--- src/rtl/multicycle_control.sv ---
// multicycle_control
// Multi-cycle sequencing controller for the 16-bit datapath. Each instruction
// steps through FETCH, DECODE, EXEC, MEM and WB. The controller drives the
// enables of the IR, PC, register file and memory port once per state.
//
// Parameters
//   OPW          opcode width (>= 4). Low 4 bits select the operation and
//                every upper bit must be 0, otherwise the opcode is illegal.
//   MEM_TIMEOUT  maximum mem_ready wait cycles in FETCH/MEM (0 = no watchdog).
//
// Ports
//   clk_i          clock, rising edge
//   rst_ni         asynchronous active-low reset
//   opcode_i       IR opcode field, sampled in DECODE
//   mem_ready_i    completion of the current memory request
//   flag_*_i       ALU compare flags, used by branches in EXEC
//   resume_i       level-sensitive request to leave HALT
//   ir_load_o, pc_inc_o, pc_write_o    IR load, PC+2, PC load from target
//   reg_write_o, wb_mem_o              RF write enable, write-back from memory
//   imm_sel_o, offset_sel_o            ALU B = zero-ext immediate / sign-ext offset
//   mem_req_o, mem_we_o, mem_byte_o    memory request, write, byte access
//   retire_o, illegal_o                one-cycle pulses
//   halted_o, bus_err_o                status (bus_err is sticky until reset)
//   state_o                            current state, IDLE=0 .. HALT=6
//
// Memory handshake: mem_req_o is raised on entry to FETCH/MEM and held stable
// until the cycle in which mem_ready_i is high; the transfer completes and the
// state advances on that rising edge. mem_ready_i is ignored in other states.
module multicycle_control #(
    parameter int OPW         = 4,
    parameter int MEM_TIMEOUT = 16
) (
    input  logic           clk_i,
    input  logic           rst_ni,
    input  logic [OPW-1:0] opcode_i,
    input  logic           mem_ready_i,
    input  logic           flag_lt_i,
    input  logic           flag_gt_i,
    input  logic           flag_eq_i,
    input  logic           resume_i,
    output logic           ir_load_o,
    output logic           pc_inc_o,
    output logic           pc_write_o,
    output logic           reg_write_o,
    output logic           wb_mem_o,
    output logic           imm_sel_o,
    output logic           offset_sel_o,
    output logic           mem_req_o,
    output logic           mem_we_o,
    output logic           mem_byte_o,
    output logic           retire_o,
    output logic           illegal_o,
    output logic           halted_o,
    output logic           bus_err_o,
    output logic [2:0]     state_o
);

    localparam logic [2:0] S_IDLE   = 3'd0;
    localparam logic [2:0] S_FETCH  = 3'd1;
    localparam logic [2:0] S_DECODE = 3'd2;
    localparam logic [2:0] S_EXEC   = 3'd3;
    localparam logic [2:0] S_MEM    = 3'd4;
    localparam logic [2:0] S_WB     = 3'd5;
    localparam logic [2:0] S_HALT   = 3'd6;

    localparam int  CW    = (MEM_TIMEOUT > 1) ? $clog2(MEM_TIMEOUT + 1) : 1;
    localparam bit  WD_EN = (MEM_TIMEOUT != 0);

    logic [2:0]     state_q, state_d;
    logic [OPW-1:0] op_q, op_d;
    logic [CW-1:0]  cnt_q, cnt_d;
    logic           bus_err_q, bus_err_d;

    // In DECODE the opcode register is being loaded, so decode straight from
    // the IR; in later states use the latched copy.
    logic [OPW-1:0] cur_op;
    logic [OPW+3:0] op_ext;
    logic [3:0]     lo;
    logic           upper_nz;
    logic           is_halt, is_jmp, is_alu, is_imm, is_ld, is_st, is_br, is_ill;
    logic           is_byte, taken, timeout, in_x;

    always_comb begin
        cur_op   = (state_q == S_DECODE) ? opcode_i : op_q;
        op_ext   = {4'b0000, cur_op};
        upper_nz = |op_ext[OPW+3:4];
        lo       = cur_op[3:0];
        is_halt  = !upper_nz && (lo == 4'h0);
        is_jmp   = !upper_nz && (lo == 4'h1);
        is_alu   = !upper_nz && (lo == 4'hF);
        is_imm   = !upper_nz && (lo == 4'h8 || lo == 4'h9);
        is_ld    = !upper_nz && (lo == 4'hA || lo == 4'hC);
        is_st    = !upper_nz && (lo == 4'hB || lo == 4'hD);
        is_br    = !upper_nz && (lo == 4'h4 || lo == 4'h5 || lo == 4'h6);
        is_byte  = !upper_nz && (lo == 4'hA || lo == 4'hB);
        is_ill   = !(is_halt || is_jmp || is_alu || is_imm || is_ld || is_st || is_br);
        taken    = (lo == 4'h5 && flag_lt_i) || (lo == 4'h4 && flag_gt_i) ||
                   (lo == 4'h6 && flag_eq_i);
        // Fires on the MEM_TIMEOUT-th consecutive wait cycle.
        timeout  = WD_EN && !mem_ready_i && (cnt_q == CW'(MEM_TIMEOUT - 1));
        in_x     = (state_q == S_EXEC) || (state_q == S_MEM) || (state_q == S_WB);
    end

    always_comb begin
        state_d     = state_q;
        op_d        = op_q;
        bus_err_d   = bus_err_q;
        ir_load_o   = 1'b0;
        pc_inc_o    = 1'b0;
        pc_write_o  = 1'b0;
        reg_write_o = 1'b0;
        mem_req_o   = 1'b0;
        mem_we_o    = 1'b0;
        retire_o    = 1'b0;
        illegal_o   = 1'b0;
        halted_o    = 1'b0;
        case (state_q)
            S_IDLE: state_d = S_FETCH;
            S_FETCH: begin
                mem_req_o = 1'b1;
                if (mem_ready_i) begin
                    ir_load_o = 1'b1;
                    pc_inc_o  = 1'b1;
                    state_d   = S_DECODE;
                end else if (timeout) begin
                    bus_err_d = 1'b1;
                    state_d   = S_HALT;
                end
            end
            S_DECODE: begin
                op_d = opcode_i;
                if (is_halt) begin
                    state_d = S_HALT;
                end else if (is_jmp) begin
                    pc_write_o = 1'b1;
                    retire_o   = 1'b1;
                    state_d    = S_FETCH;
                end else if (is_ill) begin
                    illegal_o = 1'b1;
                    retire_o  = 1'b1;
                    state_d   = S_FETCH;
                end else begin
                    state_d = S_EXEC;
                end
            end
            S_EXEC: begin
                if (is_br) begin
                    pc_write_o = taken;
                    retire_o   = 1'b1;
                    state_d    = S_FETCH;
                end else if (is_ld || is_st) begin
                    state_d = S_MEM;
                end else begin
                    state_d = S_WB;
                end
            end
            S_MEM: begin
                mem_req_o = 1'b1;
                mem_we_o  = is_st;
                if (mem_ready_i) begin
                    if (is_ld) begin
                        state_d = S_WB;
                    end else begin
                        retire_o = 1'b1;
                        state_d  = S_FETCH;
                    end
                end else if (timeout) begin
                    bus_err_d = 1'b1;
                    state_d   = S_HALT;
                end
            end
            S_WB: begin
                reg_write_o = 1'b1;
                retire_o    = 1'b1;
                state_d     = S_FETCH;
            end
            S_HALT: begin
                halted_o = 1'b1;
                if (resume_i && !bus_err_q) state_d = S_FETCH;
            end
            default: state_d = S_IDLE;
        endcase
    end

    // Operand/write-back selects are only meaningful while the instruction
    // is past decode.
    assign imm_sel_o    = in_x && is_imm;
    assign offset_sel_o = in_x && (is_ld || is_st);
    assign wb_mem_o     = in_x && is_ld;
    assign mem_byte_o   = in_x && is_byte;
    assign bus_err_o    = bus_err_q;
    assign state_o      = state_q;

    // Wait counter restarts whenever the state changes, so every FETCH/MEM
    // entry begins at 0; it only advances while waiting in those states.
    always_comb begin
        cnt_d = cnt_q;
        if (state_d != state_q) begin
            cnt_d = '0;
        end else if (WD_EN && !mem_ready_i &&
                     (state_q == S_FETCH || state_q == S_MEM)) begin
            cnt_d = cnt_q + 1'b1;
        end
    end

    always_ff @(posedge clk_i or negedge rst_ni) begin
        if (!rst_ni) begin
            state_q   <= S_IDLE;
            op_q      <= '0;
            cnt_q     <= '0;
            bus_err_q <= 1'b0;
        end else begin
            state_q   <= state_d;
            op_q      <= op_d;
            cnt_q     <= cnt_d;
            bus_err_q <= bus_err_d;
        end
    end

endmodule

--- config.mk ---
export PLATFORM = sky130hd
export DESIGN_NAME = multicycle_control
export DESIGN_NICKNAME = d
export VERILOG_FILES = /design/src/rtl/multicycle_control.sv
export SDC_FILE = /design/constraint.sdc
export NUM_CORES = 1
export LEC_CHECK = 0
export CAP_MARGIN = 30
export CORE_MARGIN = 1.5
export CORE_UTILIZATION = 52
export CTS_CLUSTER_DIAMETER = 100
export DETAILED_ROUTE_END_ITERATION = 8
export PLACE_DENSITY_LB_ADDON = 0.2
export SLEW_MARGIN = 20
export SYNTH_ARGS = -nofsm -noshare
export SYNTH_HDL_FRONTEND = slang
export SYNTH_SLANG_ARGS = --single-unit
--- constraint.sdc ---
create_clock -name clk_i -period 5.65 [get_ports clk_i]
set_input_delay 1.13 -clock clk_i [delete_from_list [all_inputs] [get_ports clk_i]]
set_output_delay 1.13 -clock clk_i [all_outputs]
set_load 0.01 [all_outputs]
==> run_results.csv, run 1 <==
group,metric,value,unit
yosys,synth-simple-area-share,29.6,%
drt,dr.pass1.iters,4,
sta,fmax,239,MHz
yosys,synth_compound_area_share,20.3,%
yosys,netlist_top_cells_count,"13 x dfrtp_1, 6 x nand2_1, 6 x nor3_1, 6 x o21ai_0",
sta,setup_viol,0,
sta,fin_ws,1.47,ns
yosys,avgSynthCellArea,9.30,µm²
power,power.leakage,0.540,nW
drt,drt_iter0_drc,33,
die,num_io_pins,28,
critical_path,critPathMaxStageDelay,0.61,ns
yosys,synth_top_family_by_area,"simple AND/OR/NAND/NOR gates",
yosys,synthXorXnorAreaFrac,4.71,%
die,rows,16,
clocking,clock-sinks,13,
clocking,clk_pin_slew,0.07,ns
hold_path,min_from,"bus_err_o",
critical_path,cp.arrival,3.05,ns
yosys,async_flop_share,100,%
sta,worstMarginPinSlew,0.554,ns
yosys,synth.distinct_cells,47,
yosys,syn_area,0.00112,mm²
critical_path,cp_cell_sequence,"clkdlybuf4s50_1, nor2b_1, nand3_1, a21oi_1, a21oi_1, o21ai_0, clkdlybuf4s50_1",
critical_path,r2r-start,"cnt_q[0]",
drt,postRouteAntennaNets,0,
final_layout,drive_above_1_share,11.3,%
yosys,synth_seq_area_share,29.1,%
clocking,post_cts_buffers,0,
die,die_x,49.3,µm
final_layout,antennaDiodeCount,0,
sta,hold_violations,0,
clocking,clock_path_buffers,2,
die,start_util,56.3,%
drt,wirelength,2.40,mm
clocking,cts_tree,"yes",
clocking,hold_buffers,0,
critical_path,crit_path_start_kind,"input pin",
clocking,cts_resized,0,
yosys,synthMuxAreaShare,6.61,%
drt,drc,0,
yosys,yosysTopAreaCell,"dfrtp_1",
global_route,grtUsageTotal,20.5,%
critical_path,crit_family,"buffers and inverters",
critical_path,crit_buf_inv,2,
drt,vias_per_cell,5.79,
sta,skew,0.00383,ns
die,core-area,0.00198,mm²
yosys,synth-seq-cells,13,
run,drv_cap,0,
drt,post_drt_wl_per_cell,14.2,µm
yosys,synth.area.top_cells,"dfrtp_1 29%, mux2i_1 3.6%, buf_6 3.0%",
clocking,clk_latency,0.27,ns
critical_path,cp-end-kind,"primary output",
die,die_h,49.3,µm
power,total_power,0.562,mW
sta,rsz0062_at_grt,"no",
drt,vias,979,
clocking,cts_buffers,3,
yosys,yosysMostFrequentCell,"dfrtp_1",
yosys,synth-main-ff-cell,"dfrtp_1",
sta,maxSlewHeadroom,62.9,%
power,peakVddDrop,0.310,mV
critical_path,critPathRequiredTime,4.52,ns
global_route,grt-ovfl-total,0,
sta,finalCriticalPeriod,4.18,ns
critical_path,crit_fanout,8,
clocking,cts_root_buffer,"clkbuf_4",
placement,place_ws,1.47,ns
yosys,synthAdderAreaFrac,2.24,%
final_layout,layout.nets,156,
critical_path,cpMaxStageDelayCell,"clkdlybuf4s50_1",
placement,dp_hpwl,1.84,mm
yosys,synth_fp_nets,133,
clocking,cts_max_level,1,
placement,gp_congestion,0.883,
critical_path,cp-startpoint,"opcode_i[2]",
global_route,antenna_found_initial,0,
placement,port-buffer-count,27,
global_route,grt_pass1_vias,899,
sta,slew_violations,0,
yosys,synth_top_area_share,29.1,%
yosys,synthCells,120,
yosys,synth_edf_count,0,
die,dieArea,0.00243,mm²
final_layout,area_growth,23.5,%
sta,tns,0,ns
global_route,grt_max_degree,20,
critical_path,crit_type,"input pin to primary output",
hold_path,min-delay-path-class,"flip-flop to flip-flop",
global_route,grt_pass1_wl,3.99,mm
power,powerDensity,407,mW/mm²
run_status,status,"completed",
sta,finalCritPeriodShare,74.0,%
yosys,yosysWarningCount,0,
==> where the power goes <==
part / internal [mW] / leakage (nW) / switching (mW)
Combinational: 0.165 / 0.357 / 0.163
Sequential: 0.120 / 0.169 / 0.0589
Clock: 0.0273 / 0.0150 / 0.0273
Total: 0.312 / 0.540 / 0.249
==> metrics by stage <==
stage / utilization (%) / hold WS, ns / instance area (µm²) / std cells
after floorplan: - / 0.511 / 1120 / 120
after global routing: 69.6 / 0.519 / 1380 / 169
after CTS: 69.6 / 0.490 / 1380 / 169
after detailed placement: 68.2 / 0.474 / 1350 / 165
after global placement: 68.2 / 0.462 / 1350 / 165
final: 69.6 / 0.486 / 1380 / 169
==> flip-flops by register name, summed over array words and instances, names as in the netlist <==
register	flops
state_o	3
bus_err_o	1
cnt_q	5
op_q	4
==> kinds of logic (layout without fill, tap and decap cells) <==
family / after synthesis / count (layout)
compound gates: 28 / 28
xor+xnor: 6 / 6
fa+ha+maj: 2 / 2
buf+inv: 13 / 35
flops: 13 / 13
mux: 7 / 7
simple gates: 51 / 51
==> per-layer routing <==
metal / wire length [µm] / vias to the layer above / track usage, % / share of wire (%)
met2: 1170 / 22 / 34.5 / 49
li1: - / 488 / - / -
met1: 1130 / 467 / 28.1 / 47
met4: 9 / 0 / 1.43 / 0.38
met5: 0 / - / 0 / 0
met3: 92 / 2 / 4.60 / 3.8
==> worst reg2reg max path: cells and delay by family (launching register included) <==
kind	cells	cell delay, ns
DFF	1	0.41
and+or+nand+nor	4	0.78
adders and majority gates	2	0.44
AOI/OAI and AO/OA	2	0.47
==> placed cells by master, fill, tap and decap left out, types with 4 or more instances in the layout <==
cell	synthesis	routed
nor2b_1	5	5
nand2b_1	4	4
o21ai_0	6	6
inv_1	4	4
nand3_1	4	4
nor3_1	6	6
nand2_1	6	6
clkdlybuf4s50_1	0	27
dfrtp_1	13	13
mux2i_1	4	4
nor2_1	4	4
a21oi_1	5	5
==> path summary, 6_finish.rpt <==
check / end / slack, ns / depth (start not counted)
max reg2reg: cnt_q[1] / 3.47 / 8
max in group asynchronous: cnt_q[1] / 4.07 / 1
min in group asynchronous: bus_err_o / 1.21 / 1
min reg2reg: bus_err_o / 0.49 / 1
max: retire_o / 1.47 / 7
min: bus_err_o / 0.49 / 1
==> cell type report <==
cell class / instances / area [µm²]
fillers: 167 / 603
multi-input cells: 94 / 708
clock buffers: 4 / 26.3
repair buffers: 27 / 270
well taps: 27 / 33.8
flip-flops and latches: 13 / 325
inverters: 4 / 15.0
No activity file was read; power rests on OpenSTA's default activity.
==> inputs of run 2 (changes only) <==
--- a/config.mk
+++ b/config.mk
@@ -7,7 +7,7 @@
 export LEC_CHECK = 0
 export CAP_MARGIN = 30
 export CORE_MARGIN = 1.5
-export CORE_UTILIZATION = 52
+export CORE_UTILIZATION = 49
 export CTS_CLUSTER_DIAMETER = 100
 export DETAILED_ROUTE_END_ITERATION = 8
 export PLACE_DENSITY_LB_ADDON = 0.2
==> constraint.sdc (replaced) <==
create_clock -name clk_i -period 4.35 [get_ports clk_i]
set_input_delay 0.87 -clock clk_i [delete_from_list [all_inputs] [get_ports clk_i]]
set_output_delay 0.87 -clock clk_i [all_outputs]
set_load 0.01 [all_outputs]
==> run 2 against run 1 <==
Effect of this change: routed wire length rose by 4.1%; core utilization fell by 5.8 points; sequential cell count did not move; critical path type unchanged; highest routed layer is now met3.
==> run_results.csv, run 2 (synthesized netlist as in run 1, its figures left out) <==
group,metric,value,unit
global_route,grt-ovfl-total,0,
final_layout,antennaDiodeCount,0,
placement,port-buffer-count,27,
sta,tns,0,ns
critical_path,cp.arrival,2.77,ns
critical_path,r2r-start,"cnt_q[0]",
clocking,cts_tree,"yes",
power,powerDensity,536,mW/mm²
run_status,status,"completed",
hold_path,min_from,"bus_err_o",
drt,vias_per_cell,5.72,
clocking,cts_root_buffer,"clkbuf_4",
critical_path,crit_type,"input pin to primary output",
power,total_power,0.748,mW
global_route,grt_max_degree,19,
final_layout,layout.nets,158,
clocking,cts_resized,0,
sta,hold_violations,0,
global_route,grt_pass1_wl,4.17,mm
final_layout,area_growth,25.1,%
clocking,hold_buffers,0,
sta,finalCriticalPeriod,3.64,ns
clocking,clock_path_buffers,2,
run,drv_cap,0,
final_layout,drive_above_1_share,13.2,%
critical_path,crit_path_start_kind,"input pin",
die,dieArea,0.00257,mm²
clocking,clock-sinks,13,
clocking,cts_buffers,3,
critical_path,critPathRequiredTime,3.48,ns
power,peakVddDrop,0.334,mV
die,core-area,0.00219,mm²
clocking,post_cts_buffers,0,
drt,drc,0,
final_layout,layout.cells.non_filler,172,
global_route,grt_pass1_vias,894,
placement,gp_congestion,0.823,
sta,fmax,275,MHz
final_layout,seq_area,325,µm²
clocking,clk_pin_slew,0.08,ns
global_route,grtUsageTotal,21.6,%
final_layout,final_cell_mix,"27 x clkdlybuf4s50_1, 13 x dfrtp_1, 6 x nand2_1, 6 x o21ai_0, 6 x nor3_1",
drt,dr.pass1.iters,4,
sta,finalCritPeriodShare,83.7,%
clocking,clk_latency,0.27,ns
drt,postRouteAntennaNets,0,
sta,skew,0.000623,ns
final_layout,max_flop_register,"cnt_q",
hold_path,min-delay-path-class,"flip-flop to flip-flop",
die,num_io_pins,28,
sta,worstMarginPinSlew,0.538,ns
drt,wirelength,2.50,mm
sta,setup_viol,0,
global_route,antenna_found_initial,0,
die,rows,17,
critical_path,crit_fanout,8,
critical_path,cp-startpoint,"opcode_i[2]",
final_layout,final_common_cell,"clkdlybuf4s50_1",
sta,rsz0062_at_grt,"no",
final_layout,largest_reg_flops,5,
placement,dp.cells,168,
drt,post_drt_wl_per_cell,14.5,µm
placement,dp_hpwl,1.89,mm
die,die_h,50.7,µm
final_layout,multi_input_area,708,µm²
critical_path,cp-end-kind,"primary output",
clocking,cts_max_level,1,
sta,slew_violations,0,
drt,vias,983,
drt,drt_iter0_drc,22,
die,die_x,50.7,µm
die,start_util,50.9,%
power,power.leakage,0.554,nW
final_layout,nFillCells,197,
sta,maxSlewHeadroom,64.0,%
## run 2: changes by cell type in the layout (fill, tap and decap cells not counted), sizes merged
cell and change:
buf +2, clkinv +1, clkbuf -1
## run 2: critical path: stages
cell and delay, ns:
clkdlybuf4s50_1 0.60, nor2b_1 0.23, nand3_1 0.13, a21oi_1 0.17
a21oi_1 0.05, o21ai_0 0.17, clkdlybuf4s50_1 0.55
## run 2: routing by layer
layer,vias to the layer above,track usage [%],share of wire (%)
met5,-,0,0
met4,0,1.35,0
met2,24,36.0,51
li1,492,-,-
met3,0,6.85,4.9
met1,467,28.8,44
## run 2: cell type report
cell class	instances	area share (%)
flip-flops and latches	13	23.3
clock inverters	1	0.358
repair buffers	29	20.4
multi-input cells	94	50.7
well taps	28	2.51
inverters	4	1.08
clock buffers	3	1.61
## run 2: worst paths after layout
path                                   to  slack [ns]  cells past startpoint
worst min register to register  bus_err_o        0.50                      1
max in group asynchronous        cnt_q[0]        3.05                      1
worst max-delay path             retire_o        0.71                      7
worst max register to register   cnt_q[0]        2.16                      8
min in group asynchronous       bus_err_o        0.94                      1
worst min-delay path            bus_err_o        0.50                      1
## run 2: power by group
part / internal [mW] / switching (mW) / total [mW] / leakage, nW
registers: 0.157 / 0.0631 / 0.220 / 0.169
clock network: 0.0341 / 0.0394 / 0.0734 / 0.0177
logic: 0.221 / 0.233 / 0.455 / 0.367
total: 0.412 / 0.336 / 0.748 / 0.554
## run 2: stage by stage
step	worst slack, ns	utilization (%)	hold slack [ns]	area [µm²]
floorplan	1.71	-	0.511	1120
global placement	0.751	62.5	0.461	1370
detailed placement	0.696	62.5	0.484	1370
CTS	0.694	63.7	0.502	1400
global route	0.576	63.7	0.527	1400
finish	0.708	63.7	0.496	1400
